<file path="config.mk">
export PLATFORM = sky130hd
export DESIGN_NAME = pic_control_logic
export DESIGN_NICKNAME = d
export VERILOG_FILES = /design/src/rtl/pic_control_logic.sv
export SDC_FILE = /design/constraint.sdc
export NUM_CORES = 1
export LEC_CHECK = 0
export CORE_MARGIN = 2
export CORE_UTILIZATION = 45
export DETAILED_ROUTE_END_ITERATION = 7
export PLACE_DENSITY = 0.71
export SLEW_MARGIN = 20
export SYNTH_ARGS = -nofsm -noshare
export SYNTH_HDL_FRONTEND = slang
export SYNTH_SLANG_ARGS = --single-unit
</file>
<file path="constraint.sdc">
create_clock -name clk -period 4.19 [get_ports clk]
set_clock_uncertainty 0.05 [all_clocks]
set_input_delay 1.0475 -clock clk [delete_from_list [all_inputs] [get_ports clk]]
set_output_delay 1.0475 -clock clk [all_outputs]
set_load 0.1 [all_outputs]
</file>
<file path="src/rtl/pic_control_logic.sv">
// 8259 PIC control logic: ICW/OCW command decoder, INT generation and the
// two-pulse INTA sequencer that places the interrupt vector on the data bus.
module pic_control_logic (
  input  logic       clk,
  input  logic       rst,
  input  logic       cs_n,
  input  logic       wr_n,
  input  logic       rd_n,
  input  logic       a0,
  input  logic [7:0] din,
  input  logic       inta_n,
  input  logic       int_req,
  input  logic [2:0] isr_level,
  output logic       int_out,
  output logic [7:0] dout,
  output logic       dout_en,
  output logic       level_or_edge_flag,
  output logic [7:0] mask,
  output logic       aeoi,
  output logic       eoi,
  output logic       set,
  output logic [1:0] intAcounter
);

  typedef enum logic [2:0] {UNINIT, ICW2, ICW3, ICW4, READY} state_t;

  state_t     state, state_next;
  logic       wr_q, inta_q, a0_q;
  logic [7:0] din_q;
  logic       ic4, sngl;
  logic [4:0] vector_base;
  logic [7:0] vector;

  logic write_commit, icw1, ocw2, inta_fall, inta_rise, inta_read, cpu_read;

  assign write_commit = !cs_n && !wr_q && wr_n;
  assign icw1         = write_commit && !a0_q && din_q[4];
  assign ocw2         = write_commit && (state == READY) && !a0_q && (din_q[4:3] == 2'b00);
  assign inta_fall    = inta_q && !inta_n;
  assign inta_rise    = !inta_q && inta_n;
  // ICW1 aborts any INTA in progress, so it also suppresses the vector drive.
  assign inta_read    = (intAcounter == 2'b10) && !inta_n && !icw1;
  assign cpu_read     = !cs_n && !rd_n;

  // Strobe history for edge detection and write data capture while wr_n is low.
  always_ff @(posedge clk or posedge rst) begin
    if (rst) begin
      wr_q   <= 1'b1;
      inta_q <= 1'b1;
      a0_q   <= 1'b0;
      din_q  <= '0;
    end else begin
      wr_q   <= wr_n;
      inta_q <= inta_n;
      if (!wr_n) begin
        a0_q  <= a0;
        din_q <= din;
      end
    end
  end

  // Init sequence state register.
  always_ff @(posedge clk or posedge rst) begin
    if (rst) state <= UNINIT;
    else     state <= state_next;
  end

  // Init sequence next state; a0=0 writes other than ICW1 hold the state.
  always_comb begin
    state_next = state;
    if (icw1) begin
      state_next = ICW2;
    end else if (write_commit && a0_q) begin
      case (state)
        ICW2:    state_next = !sngl ? ICW3 : (ic4 ? ICW4 : READY);
        ICW3:    state_next = ic4 ? ICW4 : READY;
        ICW4:    state_next = READY;
        default: state_next = state;
      endcase
    end
  end

  // Static controls decoded from ICW1/ICW2/ICW4 and OCW1/OCW2; the cascade
  // word (ICW3) only advances the sequence since single mode never uses it.
  always_ff @(posedge clk or posedge rst) begin
    if (rst) begin
      ic4                <= 1'b0;
      sngl               <= 1'b0;
      level_or_edge_flag <= 1'b0;
      mask               <= '1;
      aeoi               <= 1'b0;
      eoi                <= 1'b0;
      set                <= 1'b0;
      vector_base        <= '0;
    end else begin
      eoi <= 1'b0;
      if (icw1) begin
        ic4                <= din_q[0];
        sngl               <= din_q[1];
        level_or_edge_flag <= din_q[3];
        mask               <= '0;
        aeoi               <= 1'b0;
        set                <= 1'b0;
      end else if (write_commit && a0_q) begin
        case (state)
          ICW2:    vector_base <= din_q[7:3];
          ICW4:    aeoi        <= din_q[1];
          READY:   mask        <= din_q;
          default: ;
        endcase
      end else if (ocw2) begin
        eoi <= din_q[5];
        if (!din_q[6]) set <= din_q[7];
      end
    end
  end

  // INTA phase counter, vector latch and INT request to the CPU.
  always_ff @(posedge clk or posedge rst) begin
    if (rst) begin
      intAcounter <= 2'b00;
      vector      <= '0;
      int_out     <= 1'b0;
    end else if (icw1) begin
      intAcounter <= 2'b00;
      int_out     <= 1'b0;
    end else begin
      int_out <= (state == READY) && int_req && (intAcounter == 2'b00) && !inta_fall;
      if (state == READY) begin
        if (inta_fall && intAcounter == 2'b00) begin
          intAcounter <= 2'b01;
        end else if (inta_fall && intAcounter == 2'b01) begin
          intAcounter <= 2'b10;
          vector      <= {vector_base, isr_level};
        end else if (inta_rise && intAcounter == 2'b10) begin
          intAcounter <= 2'b00;
        end
      end
    end
  end

  // Registered bus drive: INTA vector has priority over a CPU read.
  always_ff @(posedge clk or posedge rst) begin
    if (rst) begin
      dout    <= '0;
      dout_en <= 1'b0;
    end else if (inta_read) begin
      dout    <= vector;
      dout_en <= 1'b1;
    end else if (cpu_read) begin
      dout    <= a0 ? mask : 8'h00;
      dout_en <= 1'b1;
    end else begin
      dout    <= '0;
      dout_en <= 1'b0;
    end
  end

endmodule

</file>
==> Word level (Yosys, flattened, before mapping) <==
Cells that the tools add are included.
{ "totals": {"reg_bits": 53, "inputBits": 19, "output_inout_bits": 24, "elab_cells": 99} }
{ "classes": {"eq_ne": 8, "n_mux": 29, "bitwise_logic": 2, "reduce_logical": 42} }
{ "ops": {"columns": ["op", "count"], "rows": [
  ["8-bit two-way mux", 6],
  ["1-bit logical AND", 19],
  ["1-bit two-way mux", 13],
  ["3-bit two-way mux", 4],
  ["2-bit two-way mux", 5],
  ["3-bit one-hot mux with 3 select lines", 1],
  ["1-bit zero test", 8],
  ["2-bit AND reduction", 4],
  ["2-bit nonzero test", 4],
  ["4-bit nonzero test", 2],
  ["3-bit by 2-bit equality test with 1-bit output (second input constant)", 2],
  ["3-bit AND reduction", 2],
  ["2-bit zero test", 2],
  ["4-bit AND reduction", 1],
  ["3-bit by 1-bit equality test with 1-bit output (second input constant)", 1],
  ["3-bit equality test (second input constant)", 1],
  ["2-bit by 1-bit equality test with 1-bit output (second input constant)", 1],
  ["2-bit equality test (second input constant)", 1],
  ["2-bit by 1-bit inequality test with 1-bit output (second input constant)", 1],
  ["2-bit inequality test (second input constant)", 1],
  ["1-bit NOT", 2]
]} }

==> Longest topological paths before layout <==
{ "logic_depth": {"ltp_word": 9, "ltp_mapped": 6, "ltp_nobuf": 4} }

==> Worst setup path before layout <==
Ideal clock, no wire load.
{ "synth_path": {"kind": "input-to-reg", "start": "input port cs_n", "end": "register vector[0]", "setup_time_ns": 0.125, "arrival_time_ns": 2.181, "required_ns": 4.015, "slack_ns": 1.834, "stages": 4, "n_path_buf": 1, "path_cell_list": "or4_4 -> and3_1 -> buf_6 -> mux2_4"} }
{ "synth_between": {"elab_chain_cells": 7} }
{ "synth_rtl": {"columns": ["element", "line_no", "source"], "rows": [
  ["from (decl)", "6", "input logic cs_n,"],
  ["1-bit zero test", "36", "assign write_commit = !cs_n && !wr_q && wr_n;"],
  ["1-bit logical AND (2 in a row)", "36", null],
  ["1-bit logical AND (2 in a row)", "37", "assign icw1 = write_commit && !a0_q && din_q[4];"],
  ["1-bit NOT (no line)", null, null],
  ["4-bit AND reduction (no line)", null, null],
  ["to (signal assigned)", "134", "vector <= {vector_base, isr_level};"],
  ["to (decl)", "32", "logic [7:0] vector;"]
]} }
No other way between the ends.
A chain may end at the register's enable or synchronous reset.

==> Worst setup path after layout <==
{ "layout_path": {"start": "register mask[1]", "end": "output port mask[1]"} }
{ "layout_rtl": {"columns": ["element", "line_no", "source"], "rows": [
  ["from (decl)", "18", "output logic [7:0] mask,"],
  ["from (signal assigned)", "108", "READY: mask <= din_q;"]
]} }
No word-level cell between the ends.

==> results.toml <==
[sta]
fmax_mhz = 321
tightest_slew_ns = 0.987
timing.final.crit_share_pct = 74.3
setup_viol = 0
hold_slack_ns = 0.456
rsz0062_at_grt = "false"
timing.slew.headroom_pct = 34.0
period_minus_slack_ns = 3.11
setup_tns_ns = 0
hold_violations = 0
final_max_slew_viol_count = 0

[critical_path]
max_stage_delay_ns = 1.14
path_class = "reg -> out"
cp.buffers_inverters = 1
required_ns = 3.09
crit_slowest_cell = "clkdlybuf4s50_1"
critPathTopFamily = "buffers and inverters"
arrival_ns = 2.02
cp-end-kind = "output port"
crit_chain = "clkdlybuf4s50_1"
crit_fanout = 3
start_kind = "flop"

[grt]
grt_antenna_before_repair = 0
grt_pass1_vias = 1429
grt-ovfl-total = 0
met1_usage_pct = 25.4
grt_max_degree = 54
met2_usage_pct = 27.2
grt_pass1_wl_mm = 7.27
grtUsageMet3_pct = 4.88
busiest_layer = "met2"
grt_usage_pct = 18.0

[cts]
clockBufferDepth = 2
root_buffer = "clkbuf_8"
cts_tree = "done"
post_cts_resized = 0
htree_levels = 2
numCtsBuffers = 5
holdBufCountCts = 0
insertion_delay_ns = 0.30
clkSinkCount = 53
clk_pin_slew_ns = 0.09
post-cts-setup-buffers = 0

[power]
power.internal_mw = 1.00
seq_power_share_pct = 42.1
switching_share_pct = 44.8
p_sw_mw = 0.813
pwr-share-clk_pct = 15.5
total_power_mw = 1.81
comb_power_share_pct = 42.4
vdd_drop_max_mv = 0.225
p_leak_nw = 1.22
power_density_nw_per_um2 = 648

[placement]
routabilityCongestion = 0.781
hpwl_mm = 3.11
io_buffer_count = 42
placed_cell_area_um2 = 2710

[synth]
netlist_area_um2 = 2220
yosysMostFrequentCell = "dfrtp_1"
synthTopCellsByCount = "43 x dfrtp_1, 22 x nand2_1, 13 x mux2_2, 12 x inv_1, 11 x mux2i_1"
postSynth.asyncResetShare_pct = 100
synth_fp_nets = 195
synth-seq-cells = 53
synthTopCellsByArea = "dfrtp_1 48%, dfstp_2 12%, mux2_2 6.6%"
synth_top_area_share_pct = 48.5
synthCells = 176
yosysTopAreaCell = "dfrtp_1"
synth_edf_count = 0
ys.flop_type = "dfrtp_1"
ys_warn_count = 0
avgSynthCellArea_um2 = 12.6
ys_types = 33
yosysSeqAreaShare_pct = 60.3

[floorplan]
die_area_um2 = 5510
die_w_um = 74.3
core_area_um2 = 4750
rows = 25
start_util_pct = 46.7
pin_count = 43
die_h_um = 74.3

[cells_and_area]
syn_to_final_growth_pct = 26.0
stdcell_area_um2 = 2800
fillCellCount = 414
antennaDiodeCount = 0
seq_area_um2 = 1340
multi_input_comb_area_um2 = 811
drive_above_1_share_pct = 19.7
nets = 241

[detailed_routing]
vias = 1454
wirelength_mm = 4.37
drt-initial-drc-count = 117
ant_nets = 0
dr.pass1.iters = 4
routedWlPerCell_um = 15.1
viasPerCell = 5.01
drc = 0

[worst_hold_path]
holdCritPathClass = "reg -> reg"

[run_status]
status = "finished, final reports clean"

[job]
max_cap_violations = 0
through the flow:
stage / util [%] / worst slack (ns) / std cells
after floorplan: - / 1.82 / 176
after global placement: 57.1 / 0.793 / 282
after detailed placement: 57.1 / 0.763 / 282
after CTS: 58.8 / 1.07 / 290
after global routing: 58.9 / 0.899 / 290
final: 58.9 / 1.08 / 290
cell families after synthesis:
| group | share of synthesized area [%] |
|---|---|
| xor gates and xnor gates | 0.394 |
| buffers and inverters | 3.49 |
| AOI/OAI and AO/OA | 5.69 |
| DFF | 60.3 |
| muxes | 17.0 |
| and+or+nand+nor | 13.2 |
worst reg2reg max path: cells and delay by family (launching register included):
kind / cells / cell delay, ns
AND/OR/NAND/NOR: 3 / 1.33
flip-flops: 1 / 0.45
multiplexers: 1 / 0.35
routing by layer:
layer  up-vias  part of all wire [%]  routed length (um)
li1        702                     -                   -
met1       709                    48                2100
met2        36                    45                1990
met3         7                   4.9                 216
met4         0                   1.4                  63
met5         -                     0                   0
power groups by stage:
stage                     logic (mW)  clock network, mW  registers [mW]
final                          0.769              0.281           0.764
after detailed placement       0.774                  0           0.772
after global placement         0.768                  0           0.771
after CTS                      0.775              0.284           0.764
after floorplan                0.211                  0            1.15
after global routing           0.807              0.304           0.784
path summary, 6_finish.rpt:
kind,startpoint,endpoint,slack (ns),depth (start not counted)
worst max-delay path,mask[1]$_DFFE_PP1P_,mask[1],1.08,1
worst min-delay path,vector_base[4]$_DFFE_PP0P_,vector[7]$_DFFE_PP0P_,0.46,1
worst max register to register,state[0]$_DFFE_PP0P_,vector[2]$_DFFE_PP0P_,1.91,4
worst min register to register,vector_base[4]$_DFFE_PP0P_,vector[7]$_DFFE_PP0P_,0.46,1
max in group asynchronous,rst,dout[4]$_DFF_PP0_,2.40,2
min in group asynchronous,rst,vector[5]$_DFFE_PP0P_,1.17,2
registers in the layout (all words and copies together) (netlist names), 2 cells and up:
name         cells
din_q            8
state            3
vector_base      5
dout             8
vector           8
intAcounter      2
mask             8
final cells by class:
type                    instances  area share, %
inverters                      12           1.65
clock buffers                   7           2.73
multi-input cells             106           29.0
clock inverters                 1          0.268
repair buffers                 44           15.6
flip-flops and latches         53           47.8
well taps                      67           3.00
placed cells by master (no fill, tap or decap):
master and n:
dfrtp_1 43, clkdlybuf4s50_1 42, nand2_1 22, mux2_2 13
inv_1 11, mux2i_1 11, nor2_1 10, dfstp_2 10
mux2_4 8, nand2b_1 6, a22o_1 6, o21ai_0 5
clkbuf_8 5, a21oi_1 3, nand3_1 3, nor3_1 2
nor4b_1 2, clkbuf_1 2, buf_4 2, nand4bb_1 1
nor4_2 1, a221o_1 1, o211ai_1 1, a211oi_1 1
or4_4 1, or3b_1 1, nor3_4 1, and3_1 1
xnor2_1 1, nor3b_1 1, clkinv_2 1, nand3b_1 1
nor4_1 1, o311ai_0 1, nor2_4 1, clkinvlp_4 1
(Power assumes the default switching activity.)
